## config.mk

```make
export PLATFORM = sky130hd
export DESIGN_NAME = disp_scan_ctrl
export DESIGN_NICKNAME = d
export VERILOG_FILES = /design/src/rtl/disp_pkg.sv /design/src/rtl/seq_bin2bcd.sv /design/src/rtl/disp_scan_ctrl.sv
export SDC_FILE = /design/constraint.sdc
export NUM_CORES = 1
export LEC_CHECK = 0
export ABC_CLOCK_PERIOD_IN_PS = 5370
export BUFFER_PORTS_ARGS = -buffer_cell sky130_fd_sc_hd__buf_2
export CORE_ASPECT_RATIO = 0.6
export CORE_MARGIN = 2
export CORE_UTILIZATION = 55
export CTS_CLUSTER_DIAMETER = 150
export CTS_CLUSTER_SIZE = 20
export DETAILED_ROUTE_END_ITERATION = 7
export PLACE_DENSITY_LB_ADDON = 0.25
export SYNTH_ARGS = -nofsm -noshare
export SYNTH_HDL_FRONTEND = slang
export SYNTH_SLANG_ARGS = --single-unit
```

## constraint.sdc

```tcl
create_clock -name clk -period 5.37 [get_ports clk]
set_input_delay 1.074 -clock clk [delete_from_list [all_inputs] [get_ports clk]]
set_output_delay 1.074 -clock clk [all_outputs]
set_load 0.03 [all_outputs]
```

## src/rtl/disp_pkg.sv

```systemverilog
// Shared definitions for the multiplexed 7-segment display controller:
// message codes, active-low glyph constants, glyph index enum and helpers.
package disp_pkg;

  localparam logic [1:0] MSG_NUM = 2'b00;
  localparam logic [1:0] MSG_OP  = 2'b01;
  localparam logic [1:0] MSG_VAL = 2'b10;
  localparam logic [1:0] MSG_ERR = 2'b11;

  // Active-low segments {dp,g,f,e,d,c,b,a}
  localparam logic [7:0] SEG_0     = 8'hC0;
  localparam logic [7:0] SEG_1     = 8'hF9;
  localparam logic [7:0] SEG_2     = 8'hA4;
  localparam logic [7:0] SEG_3     = 8'hB0;
  localparam logic [7:0] SEG_4     = 8'h99;
  localparam logic [7:0] SEG_5     = 8'h92;
  localparam logic [7:0] SEG_6     = 8'h82;
  localparam logic [7:0] SEG_7     = 8'hF8;
  localparam logic [7:0] SEG_8     = 8'h80;
  localparam logic [7:0] SEG_9     = 8'h90;
  localparam logic [7:0] SEG_DASH  = 8'hBF;
  localparam logic [7:0] SEG_O     = 8'hC0;
  localparam logic [7:0] SEG_R     = 8'hAF;
  localparam logic [7:0] SEG_E     = 8'h86;
  localparam logic [7:0] SEG_P     = 8'h8C;
  localparam logic [7:0] SEG_V     = 8'hC1;
  localparam logic [7:0] SEG_A     = 8'h88;
  localparam logic [7:0] SEG_L     = 8'hC7;
  localparam logic [7:0] SEG_BLANK = 8'hFF;

  typedef enum logic [4:0] {
    GI_0, GI_1, GI_2, GI_3, GI_4, GI_5, GI_6, GI_7, GI_8, GI_9,
    GI_DASH, GI_O, GI_R, GI_E, GI_P, GI_V, GI_A, GI_L, GI_BLANK
  } glyph_e;

  typedef enum logic [1:0] {
    CONV_IDLE,
    CONV_SHIFT,
    CONV_COMMIT
  } conv_state_e;

  function automatic logic [7:0] glyph_seg(input glyph_e g);
    logic [7:0] s;
    case (g)
      GI_0:    s = SEG_0;
      GI_1:    s = SEG_1;
      GI_2:    s = SEG_2;
      GI_3:    s = SEG_3;
      GI_4:    s = SEG_4;
      GI_5:    s = SEG_5;
      GI_6:    s = SEG_6;
      GI_7:    s = SEG_7;
      GI_8:    s = SEG_8;
      GI_9:    s = SEG_9;
      GI_DASH: s = SEG_DASH;
      GI_O:    s = SEG_O;
      GI_R:    s = SEG_R;
      GI_E:    s = SEG_E;
      GI_P:    s = SEG_P;
      GI_V:    s = SEG_V;
      GI_A:    s = SEG_A;
      GI_L:    s = SEG_L;
      default: s = SEG_BLANK;
    endcase
    return s;
  endfunction

  // pos counts from the leftmost (sign) digit: 0 = NDIG-1, 1 = NDIG-2, 2 = NDIG-3
  function automatic glyph_e msg_glyph(input logic [1:0] m, input int unsigned pos);
    glyph_e g;
    g = GI_BLANK;
    case (m)
      MSG_OP:  case (pos) 0: g = GI_O; 1: g = GI_P; default: g = GI_BLANK; endcase
      MSG_VAL: case (pos) 0: g = GI_V; 1: g = GI_A; 2: g = GI_L; default: g = GI_BLANK; endcase
      MSG_ERR: case (pos) 0: g = GI_E; 1: g = GI_R; 2: g = GI_R; default: g = GI_BLANK; endcase
      default: g = GI_BLANK;
    endcase
    return g;
  endfunction

  function automatic longint unsigned pow10(input int unsigned n);
    longint unsigned r;
    r = 1;
    for (int unsigned i = 0; i < n; i++) r = r * 10;
    return r;
  endfunction

endpackage

```

## src/rtl/seq_bin2bcd.sv

```systemverilog
// Sequential shift-add-3 binary to BCD converter: one bit per cycle over
// NDIG nibbles (top nibble = overflow), with a one-cycle commit/done state.
module seq_bin2bcd import disp_pkg::*; #(
  parameter int unsigned BIN_W = 8,
  parameter int unsigned NDIG  = 4
) (
  input  logic                clk,
  input  logic                rst,
  input  logic                start,
  input  logic [BIN_W-1:0]    bin,
  output logic                busy,
  output logic                done,
  output logic [4*NDIG-1:0]   bcd
);

  localparam int unsigned CW = $clog2(BIN_W);

  conv_state_e       state, state_nx;
  logic [CW-1:0]     cnt;
  logic [BIN_W-1:0]  sh;
  logic [4*NDIG-1:0] acc, acc_adj;

  always_ff @(posedge clk or posedge rst) begin
    if (rst) state <= CONV_IDLE;
    else     state <= state_nx;
  end

  always_comb begin
    state_nx = state;
    unique case (state)
      CONV_IDLE:   if (start) state_nx = CONV_SHIFT;
      CONV_SHIFT:  if (cnt == CW'(BIN_W - 1)) state_nx = CONV_COMMIT;
      CONV_COMMIT: state_nx = CONV_IDLE;
      default:     state_nx = CONV_IDLE;
    endcase
  end

  always_comb begin
    busy = (state != CONV_IDLE);
    done = (state == CONV_COMMIT);
  end

  always_comb begin
    acc_adj = acc;
    for (int unsigned i = 0; i < NDIG; i++)
      if (acc[4*i +: 4] >= 4'd5) acc_adj[4*i +: 4] = acc[4*i +: 4] + 4'd3;
  end

  always_ff @(posedge clk or posedge rst) begin
    if (rst) begin
      cnt <= '0;
      sh  <= '0;
      acc <= '0;
    end else if (state == CONV_IDLE && start) begin
      cnt <= '0;
      sh  <= bin;
      acc <= '0;
    end else if (state == CONV_SHIFT) begin
      cnt <= cnt + CW'(1);
      sh  <= {sh[BIN_W-2:0], 1'b0};
      acc <= {acc_adj[4*NDIG-2:0], sh[BIN_W-1]};
    end
  end

  assign bcd = acc;

endmodule

```

## src/rtl/disp_scan_ctrl.sv

```systemverilog
// Multiplexed NDIG-digit common-anode 7-segment controller with BCD conversion,
// overflow dashes, message words and a busy handshake. Define DISP_LZB_EN for
// leading-zero blanking with a floating minus sign.
module disp_scan_ctrl import disp_pkg::*; #(
  parameter int unsigned NDIG       = 4,
  parameter int unsigned BIN_W      = 8,
  parameter int unsigned DIG_PERIOD = 262144
) (
  input  logic                    clk,
  input  logic                    rst,
  input  logic                    wr_enable,
  input  logic                    display_sel,
  input  logic [BIN_W-1:0]        bin,
  input  logic                    sgn,
  input  logic [$clog2(NDIG)-1:0] dot,
  input  logic [1:0]              msg,
  output logic                    busy,
  output logic [NDIG-1:0]         disp_select,
  output logic [7:0]              disp_value
);

  localparam int unsigned     DW       = $clog2(NDIG);
  localparam int unsigned     PW       = $clog2(DIG_PERIOD);
  localparam int unsigned     MW       = 4 * (NDIG - 1);
  localparam longint unsigned MAX_MAG  = pow10(NDIG - 1) - 1;
  localparam logic [DW-1:0]   SIGN_IDX = DW'(NDIG - 1);

  logic              load, done;
  logic [4*NDIG-1:0] conv_bcd;
  logic              sh_sgn, sh_ovf;
  logic [DW-1:0]     sh_dot;
  logic [1:0]        sh_msg;
  logic [MW-1:0]     d_bcd;
  logic              d_sgn, d_ovf;
  logic [DW-1:0]     d_dot;
  logic [1:0]        d_msg;
  logic [PW-1:0]     scan_cnt;
  logic [DW-1:0]     idx;
  logic [3:0]        nib;
  logic [DW-1:0]     sign_pos;
  logic              lead_blank;
  glyph_e            gi;
  logic              dp_on;

  assign load = wr_enable & display_sel & ~busy;

  seq_bin2bcd #(.BIN_W(BIN_W), .NDIG(NDIG)) u_conv (
    .clk   (clk),
    .rst   (rst),
    .start (load),
    .bin   (bin),
    .busy  (busy),
    .done  (done),
    .bcd   (conv_bcd)
  );

  always_ff @(posedge clk or posedge rst) begin
    if (rst) begin
      sh_sgn <= 1'b0;
      sh_ovf <= 1'b0;
      sh_dot <= '0;
      sh_msg <= MSG_NUM;
    end else if (load) begin
      sh_sgn <= sgn;
      sh_ovf <= (64'(bin) > MAX_MAG);
      sh_dot <= dot;
      sh_msg <= msg;
    end
  end

  // The overflow nibble alone can wrap for wide BIN_W, hence the compare captured at load
  always_ff @(posedge clk or posedge rst) begin
    if (rst) begin
      d_bcd <= '0;
      d_sgn <= 1'b0;
      d_ovf <= 1'b0;
      d_dot <= '0;
      d_msg <= MSG_NUM;
    end else if (done) begin
      d_bcd <= conv_bcd[MW-1:0];
      d_sgn <= sh_sgn;
      d_ovf <= sh_ovf | (conv_bcd[4*NDIG-1 -: 4] != 4'd0);
      d_dot <= sh_dot;
      d_msg <= sh_msg;
    end
  end

  always_ff @(posedge clk or posedge rst) begin
    if (rst) begin
      scan_cnt <= '0;
      idx      <= '0;
    end else if (done) begin
      scan_cnt <= '0;
      idx      <= '0;
    end else if (scan_cnt == PW'(DIG_PERIOD - 1)) begin
      scan_cnt <= '0;
      idx      <= (idx == SIGN_IDX) ? '0 : idx + DW'(1);
    end else begin
      scan_cnt <= scan_cnt + PW'(1);
    end
  end

  always_comb begin
    nib = '0;
    for (int unsigned i = 0; i < NDIG - 1; i++)
      if (idx == DW'(i)) nib = d_bcd[4*i +: 4];
  end

`ifdef DISP_LZB_EN
  logic [DW-1:0] msd;

  always_comb begin
    msd = '0;
    for (int unsigned i = 1; i < NDIG - 1; i++)
      if (d_bcd[4*i +: 4] != 4'd0) msd = DW'(i);
    sign_pos = msd + DW'(1);
    // A DP-forced zero already fills the slot left of the value; the sign then stays home
    if (d_ovf || sign_pos == d_dot) sign_pos = SIGN_IDX;
    lead_blank = (idx != SIGN_IDX) && (idx > msd) && (idx != d_dot);
  end
`else
  assign sign_pos   = SIGN_IDX;
  assign lead_blank = 1'b0;
`endif

  always_comb begin
    gi    = GI_BLANK;
    dp_on = 1'b0;
    if (d_msg != MSG_NUM) begin
      gi = msg_glyph(d_msg, (NDIG - 1) - 32'(idx));
    end else begin
      if (idx == SIGN_IDX)  gi = (d_sgn && sign_pos == SIGN_IDX) ? GI_DASH : GI_BLANK;
      else if (d_ovf)       gi = GI_DASH;
      else if (lead_blank)  gi = (d_sgn && idx == sign_pos) ? GI_DASH : GI_BLANK;
      else                  gi = glyph_e'({1'b0, nib});
      dp_on = (d_dot != '0) && (d_dot == idx) && !(d_ovf && idx != SIGN_IDX);
    end
  end

  always_ff @(posedge clk or posedge rst) begin
    if (rst) begin
      disp_select <= {{(NDIG-1){1'b1}}, 1'b0};
      disp_value  <= SEG_0;
    end else begin
      disp_select <= ~(NDIG'(1) << idx);
      disp_value  <= glyph_seg(gi) & {~dp_on, 7'h7F};
    end
  end

endmodule

```

==> summary.md, run 1 <==
| Metric | Value |
|---|---|
| Hold WC Path Type | `reg2reg` |
| Family with the most delay on the worst path | `simple AND/OR/NAND/NOR gates` |
| TNS Setup | `0 ps` |
| Tmin final | `3090 ps` |
| Crit path arrival time | `3270 ps` |
| CP peak stage delay | `550 ps` |
| Reg2reg end | `disp_value[3]` |
| Pwr Density | `564 mW/mm^2` |
| Tcrit/Tclk final | `57.6%` |
| Initial Utilization | `56.5%` |
| Post-CTS Resized | `0` |
| Port Buf Inserts | `29` |
| Stages on the worst setup path | `9` |
| Synthesized area per cell | `10.2 um^2` |
| DR vias/cell | `5.61` |
| CTS H-tree lvls | `3` |
| Critical path's slowest cell | `or4_4` |
| Root Driver | `clkbuf_16` |
| CP max FO | `9` |
| Largest net degree at the start of global routing | `49` |
| Maximum vdd ir drop | `244 uV` |
| Dpl hpwl | `5790 um` |
| Unrepaired setup endpoints after global routing | `false` |
| Final Hold Viols | `0` |
| Fin util | `62.7%` |
| Worst slew margin | `19.8%` |
| Footprint of the multi-input gates | `0.00210 mm^2` |
| Ant diodes | `0` |
| Vias in the first global route | `2861` |
| Slack of the critical path | `2280 ps` |
| Worst setup EP type | `register` |
| HP Start | `u_conv.sh[6]` |
| First-pass GRT wire length | `14500 um` |
| Max Slew Vio Count | `0` |
| Setup-failing EPs final | `0` |
| Synth top area share | `44.7%` |
| Main flop type after synthesis | `dfrtp_1` |
| Initial antenna violation count | `0` |
| Synthesis-stage register bit count | `84` |
| Most frequent CP cell | `ha_1` |
| Post-CTS Hold Fix Bufs | `0` |
| Syn nets | `476` |
| Final Skew | `6.70 ps` |
| Share of cells above drive strength 1 | `19.0%` |
| Worst hold margin | `478 ps` |
| Critical Path RT | `5550 ps` |
| Post-Syn Instances | `434` |
| CP startpoint kind | `register` |
| Yosys top cell by area | `dfrtp_1` |
| Reg clk slew, reported paths | `60 ps` |
| WHS Endpoint | `u_conv.sh[6]` |
| Sequential area share after synthesis | `47.7%` |
| Yosys cell types | `57` |
| Full die area | `0.00879 mm^2` |
| Max_cap viols | `0` |
| Core box area | `0.00782 mm^2` |
| Synthesized cell area | `0.00442 mm^2` |
| DRT antenna net count | `0` |
| Register area | `0.00211 mm^2` |
| Startpoint of the worst-slack reg-to-reg timing path | `idx[0]` |
| CTS tree | `done` |
| CP cell instances | `ha_1, or4_4, a221o_2, nand2_1, inv_1, ha_1, or2_2, a211oi_1, a311oi_1` |
| Placer Congestion | `0.887` |
| Max Freq | `323 MHz` |
| Top Ports | `30` |
| Total track usage | `21.4%` |
| Vias | `3169` |
| Async SR Flop Fraction | `100%` |
| CP Buf/Inv Count | `1` |
| Layout area overhead | `10.9%` |
| Post-DR wirelength/cell | `15.2 um` |
| Total CTS buffers | `9` |
| Grt total ovfl | `0` |
| Clock Path Buffers | `2` |
| WS Path Type | `reg2reg` |
| Worst-margin pin slew | `1200 ps` |
| Register-to-Register Path Depth | `9` |
| Layout Nets | `494` |
| Top post-synthesis cells by area | `dfrtp_1 (45%), ha_1 (7.1%), mux2_2 (5.1%)` |
| Chip Width | `120 um` |
| Initial DRC count | `158` |
| EDFF count, synth | `0` |
| Vert. Die Dim | `73.4 um` |
| Rows | `25` |
| Drt drc | `0` |
| Outcome | `finished clean` |
| Postcts setup bufs | `0` |
| First drt pass iteration count | `4` |
| R2R setup slack | `2280 ps` |
| Drt total wl | `8600 um` |
| Worst slack, placed | `2310 ps` |
| Clk sinks | `84` |
| Clk_lat worst skew | `340 ps` |
| Pwr Total | `2.76 mW` |
| Hold-critical path depth | `2` |
| Fillers | `643` |
| Leak | `2.22 nW` |
| Yosys warning total | `0` |
[metrics by stage]
| step | instance area [um^2] | cells |
|---|---|---|
| 2_1_floorplan | 4420 | 434 |
| 3_3_place_gp | 4600 | 549 |
| 3_5_place_dp | 4600 | 549 |
| 4_1_cts | 4900 | 565 |
| 5_1_grt | 4900 | 565 |
| 6_report | 4900 | 565 |
[registers in the layout (all words and copies together) (netlist names)]
| signal | count |
|---|---|
| d_dot | 2 |
| sh_dot | 2 |
| u_conv.bcd | 16 |
| scan_cnt | 18 |
| d_bcd | 12 |
| sh_msg | 2 |
| sh_sgn | 1 |
| d_ovf | 1 |
| disp_select | 4 |
| d_sgn | 1 |
| idx | 2 |
| disp_value | 8 |
| u_conv.cnt | 3 |
| d_msg | 2 |
| u_conv.sh | 8 |
| u_conv.state | 2 |
[routing by layer]
layer | track usage [%] | wire length (um)
met1 | 30.5 | 4300
met2 | 32.3 | 3850
met3 | 6.06 | 382
met4 | 5.88 | 65
met5 | 0 | 0
[power by group]
part           switching (mW)  internal [mW]
registers               0.185          0.855
clock network           0.259          0.364
logic                   0.637          0.463
total                    1.08           1.68
[cells by family (layout without fill, tap and decap cells)]
kind of cell	count (synthesis)	after routing	share of synthesized area, %
compound gates	90	90	14.4
xor+xnor	21	21	4.16
fa+ha+maj	25	25	7.08
buf+inv	47	70	4.70
flops	84	84	47.7
mux	24	24	6.40
simple gates	143	143	15.5
[cell usage in the layout (no fill, tap or decap), drive strengths merged, types with 8 or more instances in the layout]
cell,netlist,layout
o22ai,11,11
a22oi,8,8
a21oi,19,19
nand3,14,14
nor2,35,35
clkbuf,17,10
buf,8,32
nand2b,9,9
xnor2,9,9
mux2,21,21
inv,22,23
dfrtp,79,79
nand2,49,49
o21ai,18,18
ha,25,25
xor2,12,12
[worst register-to-register path, stage by stage (launching register included)]
cell and delay (ps):
dfrtp_1 470, ha_1 350, or4_4 560, a221o_2 340, nand2_1 250, inv_1 110, ha_1 250, or2_2 320
a211oi_1 210, a311oi_1 80
[worst max path at each step]
| stage | from | to | slack, ps |
|---|---|---|---|
| floorplan | rst | d_bcd[0] | 2140 |
| global placement | idx[0] | disp_value[3] | 2400 |
| detailed placement | idx[0] | disp_value[3] | 2310 |
| CTS | idx[0] | disp_value[3] | 2300 |
| global route | idx[0] | disp_value[3] | 2070 |
| finish | idx[0] | disp_value[3] | 2280 |
[layout make-up]
cell class / instances / share of cell area, %
well taps: 108 / 2.76
inverters: 22 / 1.71
flip-flops and latches: 84 / 43.0
clock inverters: 6 / 1.46
clock buffers: 10 / 4.67
multi-input cells: 303 / 43.0
repair buffers: 32 / 3.42
[synthesized netlist by cell type (all sizes together) (8+ instances only)]
cell    number
a21oi       19
a22oi        8
buf          8
clkbuf      17
dfrtp       79
ha          25
inv         22
mux2        21
nand2       49
nand2b       9
nand3       14
nor2        35
o21ai       18
o22ai       11
xnor2        9
xor2        12
Note: power is estimated with default switching activity, not from simulation.
==> inputs of run 2 (changes only) <==
ABC_CLOCK_PERIOD_IN_PS = 2800   (was 5370)
clock period = 2.8 ns   (was 5.37 ns; I/O delays follow)
==> run 2 against run 1 <==
- count of clock-buffer cells in the layout shrank 1
- sequential power grew 88%
- register-to-register slack worse by 2100 ps
- combinational power is 110% higher
- core utilization increased by 1.7 points
==> summary.md, run 2 (synthesized netlist as in run 1, its figures left out) <==
| Metric | Value |
|---|---|
| DR vias/cell | `5.51` |
| Largest net degree at the start of global routing | `47` |
| Footprint of the multi-input gates | `0.00211 mm^2` |
| CP cell instances | `ha_1, or4_4, a221o_2, nand2_2, inv_1, ha_1, or2_2, a211oi_1, a311oi_1` |
| Most frequent CP cell | `ha_1` |
| Vias in the first global route | `3087` |
| Ant diodes | `0` |
| Dpl hpwl | `6030 um` |
| Outcome | `finished clean` |
| Register-to-Register Path Depth | `9` |
| Initial antenna violation count | `0` |
| Worst setup EP type | `register` |
| TNS Setup | `0 ps` |
| Startpoint of the worst-slack reg-to-reg timing path | `idx[0]` |
| Tcrit/Tclk final | `95.2%` |
| Post-DR wirelength/cell | `15.3 um` |
| Max_cap viols | `0` |
| Critical path's slowest cell | `or4_4` |
| Total track usage | `22.3%` |
| Total CTS buffers | `9` |
| Vias | `3194` |
| Most common cell after layout, fill and taps aside | `dfrtp_1` |
| Layout Nets | `509` |
| Max Slew Vio Count | `0` |
| CTS H-tree lvls | `3` |
| CTS tree | `done` |
| First-pass GRT wire length | `15200 um` |
| Clk sinks | `84` |
| Grt total ovfl | `0` |
| Rows | `25` |
| R2R setup slack | `140 ps` |
| Fillers | `639` |
| Reg clk slew, reported paths | `70 ps` |
| DRT antenna net count | `0` |
| Worst hold margin | `184 ps` |
| Biggest register | `scan_cnt` |
| Critical Path RT | `2980 ps` |
| Largest register FFs | `18` |
| Worst-margin pin slew | `1150 ps` |
| Drt drc | `0` |
| Register area | `0.00211 mm^2` |
| Final Hold Viols | `0` |
| Initial DRC count | `233` |
| Root Driver | `clkbuf_16` |
| Crit path arrival time | `2840 ps` |
| CP max FO | `5` |
| Layout area overhead | `13.9%` |
| Worst slack, placed | `164 ps` |
| Max Freq | `375 MHz` |
| Vert. Die Dim | `73.4 um` |
| Drt total wl | `8860 um` |
| Reg2reg end | `disp_value[3]` |
| Tmin final | `2660 ps` |
| Clk_lat worst skew | `340 ps` |
| Most frequent cells in the layout | `dfrtp_1 (79), nand2_1 (48), nor2_1 (35)` |
| Pwr Density | `1080 mW/mm^2` |
| Critical path origin | `idx[0]` |
| Final Skew | `9.68 ps` |
| Unrepaired setup endpoints after global routing | `false` |
| First drt pass iteration count | `4` |
| WS Path Type | `reg2reg` |
| Top Ports | `30` |
| Chip Width | `120 um` |
| Full die area | `0.00879 mm^2` |
| CP startpoint kind | `register` |
| Maximum vdd ir drop | `496 uV` |
| Setup-failing EPs final | `0` |
| Pwr Total | `5.46 mW` |
| Placer Congestion | `0.895` |
| Clock Path Buffers | `2` |
| Share of cells above drive strength 1 | `22.2%` |
| Hold WC Path Type | `in2async` |
| Core box area | `0.00782 mm^2` |
| Leak | `2.30 nW` |
| Slack of the critical path | `135 ps` |
| Initial Utilization | `56.5%` |
| Worst slew margin | `23.6%` |
| CP peak stage delay | `540 ps` |
| Port Buf Inserts | `29` |
==> run 2: cell types whose count changed in the layout (fill, tap and decap cells not counted), sizes merged <==
cell	before	now
clkinv	2	4
inv	23	22
buf	32	47
clkbuf	10	9
==> run 2: worst max-delay path by stage <==
| stage | slack [ps] | cells after the start | end |
|---|---|---|---|
| 3_3_place_gp | 260 | 9 | disp_value[3] |
| 5_1_grt | 8 | 9 | disp_value[3] |
| 6_report | 140 | 9 | disp_value[3] |
| 4_1_cts | 140 | 7 | disp_value[0] |
| 2_1_floorplan | 70 | 10 | disp_value[3] |
| 3_5_place_dp | 160 | 7 | disp_value[0] |
==> run 2: final cells by class <==
cell class / count / share of cell area [%]
clock buffers: 9 / 4.48
flip-flops and latches: 84 / 41.9
inverters: 22 / 1.67
clock inverters: 7 / 1.52
repair buffers: 47 / 5.82
multi-input cells: 303 / 41.9
well taps: 108 / 2.69
==> run 2: what timing repair did <==
action | 4_1_cts | 5_1_grt
buffers inserted | 0 | 4
gates resized for setup | 0 | 2
endpoints found under the setup margin | 0 | 2
hold buffers | 0 | 0
==> run 2: stage by stage <==
stage / utilization (%) / area [um^2] / instances
after floorplan: - / 4420 / 434
after global placement: 60.1 / 4700 / 560
after detailed placement: 60.1 / 4700 / 560
after CTS: 63.9 / 5000 / 576
after global routing: 64.4 / 5030 / 580
final: 64.4 / 5030 / 580
==> run 2: power breakdown <==
part | internal (mW) | switching [mW] | total, mW | leakage, nW
registers | 1.64 | 0.314 | 1.95 | 1.05
logic | 0.990 | 1.31 | 2.30 | 1.10
clock network | 0.695 | 0.505 | 1.20 | 0.142
==> run 2: worst max-delay path, delay by kind of cell, from the launching register on <==
family	cells	cell delay (ps)
flops	1	400
fa+ha+maj	2	480
buf+inv	1	60
compound gates	3	600
simple gates	3	960
==> run 2: layer usage <==
layer,global-route usage [%],wire (um),vias to the layer above
li1,-,-,1576
met1,32.1,4590,1558
met2,33.0,3870,47
met3,5.82,280,13
met4,7.71,120,0
met5,0,0,-
==> inputs of run 3 (changes only) <==
BUFFER_PORTS_ARGS = unset   (was -buffer_cell sky130_fd_sc_hd__buf_2)
DONT_BUFFER_PORTS = 1   (was unset)
PLACE_DENSITY = 0.85   (was unset)
PLACE_DENSITY_LB_ADDON = unset   (was 0.25)
==> run 3 against run 2 <==
- setup slack improved by 9.6 ps
- core utilization shrank 2.3 points
- first-iteration DRC count fell by 7.7%
- register-to-register slack about the same
- wire length is 2.1% higher
- combinational power down 7%
- maximum frequency grew 0.36%
- critical path depth grew 1
- non-clock buffer count shrank 34
- sequential cell count unchanged
- clock skew down 3.9 ps
- largest power group unchanged
==> summary.md, run 3 (synthesized netlist as in run 1, its figures left out) <==
| Metric | Value |
|---|---|
| Chip Width | `120 um` |
| Drt drc | `0` |
| Top Ports | `30` |
| Fin util | `62.0%` |
| Register area | `0.00211 mm^2` |
| Post-DR wirelength/cell | `16.6 um` |
| TNS Setup | `0 ps` |
| Max Slew Vio Count | `0` |
| Initial antenna violation count | `0` |
| Max Freq | `377 MHz` |
| Tcrit/Tclk final | `94.8%` |
| CP peak stage delay | `350 ps` |
| Cells after DPL | `528` |
| R2R setup slack | `140 ps` |
| Clk_lat worst skew | `340 ps` |
| CP cell instances | `buf_4, inv_1, ha_1, nand2b_1, a21bo_2, a32oi_2, ha_1, o21a_1, a2111oi_0, a211oi_1` |
| CTS tree | `done` |
| Ant diodes | `0` |
| Final std cells w/o fill | `546` |
| Setup-failing EPs final | `0` |
| DRT antenna net count | `0` |
| Unrepaired setup endpoints after global routing | `false` |
| Maximum vdd ir drop | `601 uV` |
| Vias in the first global route | `3073` |
| Max_cap viols | `0` |
| Vias | `3159` |
| Worst-margin pin slew | `1220 ps` |
| Total track usage | `22.2%` |
| Footprint of the multi-input gates | `0.00211 mm^2` |
| Root Driver | `clkbuf_16` |
| Most frequent cells in the layout | `dfrtp_1 (79), nand2_1 (48), nor2_1 (35)` |
| Crit path arrival time | `2830 ps` |
| Drt total wl | `9040 um` |
| Most common cell after layout, fill and taps aside | `dfrtp_1` |
| DR vias/cell | `5.79` |
| Post-CTS Hold Fix Bufs | `0` |
| Total CTS buffers | `9` |
| Startpoint of the worst-slack reg-to-reg timing path | `idx[0]` |
| Clock Path Buffers | `2` |
| Reg clk slew, reported paths | `60 ps` |
| Outcome | `finished clean` |
| Fillers | `645` |
| Initial Utilization | `56.5%` |
| Most frequent CP cell | `ha_1` |
| Rows | `25` |
| Critical path's slowest cell | `dfrtp_1` |
| CP Buf/Inv Count | `2` |
| Vert. Die Dim | `73.4 um` |
| Placer Congestion | `0.999` |
| Leak | `2.17 nW` |
| First-pass GRT wire length | `15100 um` |
| Tmin final | `2660 ps` |
| Initial DRC count | `215` |
| Core box area | `0.00782 mm^2` |
| Layout Nets | `475` |
| CP startpoint kind | `register` |
| Largest net degree at the start of global routing | `50` |
| Pwr Density | `1110 mW/mm^2` |
| Final Hold Viols | `0` |
| Register-to-Register Path Depth | `10` |
| Dpl hpwl | `6130 um` |
| Pwr Total | `5.40 mW` |
| WS Path Type | `reg2reg` |
| Clk sinks | `84` |
| Worst hold margin | `164 ps` |
| Hold WC Path Type | `in2async` |
| Full die area | `0.00879 mm^2` |
| Worst setup EP type | `register` |
| Family with the most delay on the worst path | `compound AO/OA/AOI/OAI gates` |
| Largest register FFs | `18` |
| CP max FO | `7` |
| Grt total ovfl | `0` |
| Worst slew margin | `18.6%` |
| Critical Path RT | `2970 ps` |
| Share of cells above drive strength 1 | `16.2%` |
| Biggest register | `scan_cnt` |
| Port Buf Inserts | `0` |
| Layout area overhead | `9.77%` |
| Final Skew | `5.78 ps` |
| First drt pass iteration count | `5` |
| CTS H-tree lvls | `3` |
| Reg2reg end | `disp_value[0]` |
## run 3: report_power, final
part / total (mW) / leakage [nW] / internal [mW] / switching (mW)
clock: 1.21 / 0.144 / 0.713 / 0.495
combinational: 2.13 / 0.973 / 0.911 / 1.22
sequential: 2.06 / 1.05 / 1.64 / 0.418
total: 5.40 / 2.17 / 3.27 / 2.14
## run 3: through the flow
step	setup WS (ps)	instance area [um^2]
finish	145	4850
global route	8.53	4850
CTS	114	4830
detailed placement	148	4530
global placement	269	4530
floorplan	74.3	4420
## run 3: worst max path at each step
stage	slack (ps)	from	cells after the start	to
final	140	idx[0]	10	disp_value[0]
after global routing	9	idx[1]	11	disp_value[3]
after CTS	110	idx[0]	10	disp_value[0]
after detailed placement	150	idx[0]	10	disp_value[0]
after global placement	270	idx[0]	11	disp_value[3]
after floorplan	70	idx[0]	10	disp_value[3]
## run 3: cell type report
type	count	share of cell area (%)
inverter	22	1.73
sequential	84	43.5
clock buffer	10	4.93
timing repair buffer	13	2.27
clock inverter	6	1.32
tap	108	2.79
multi-input combinational	303	43.5
## run 3: timing repair
action | 4_1_cts | 5_1_grt
endpoints found under the hold margin | 0 | 0
gates resized for setup | 0 | 1
buffers inserted | 0 | 2
endpoints found under the setup margin | 0 | 2
## run 3: per-layer routing
layer | global-route usage (%) | wire length (um)
met1 | 31.8 | 4460
met2 | 33.5 | 4020
met3 | 5.98 | 475
met4 | 5.88 | 85
met5 | 0 | 0
## run 3: worst reg2reg max path, cell delays in order, from the launching register on
cell and delay, ps:
dfrtp_1 350, buf_4 150, inv_1 100, ha_1 250, nand2b_1 190, a21bo_2 210
a32oi_2 320, ha_1 340, o21a_1 160, a2111oi_0 310, a211oi_1 100
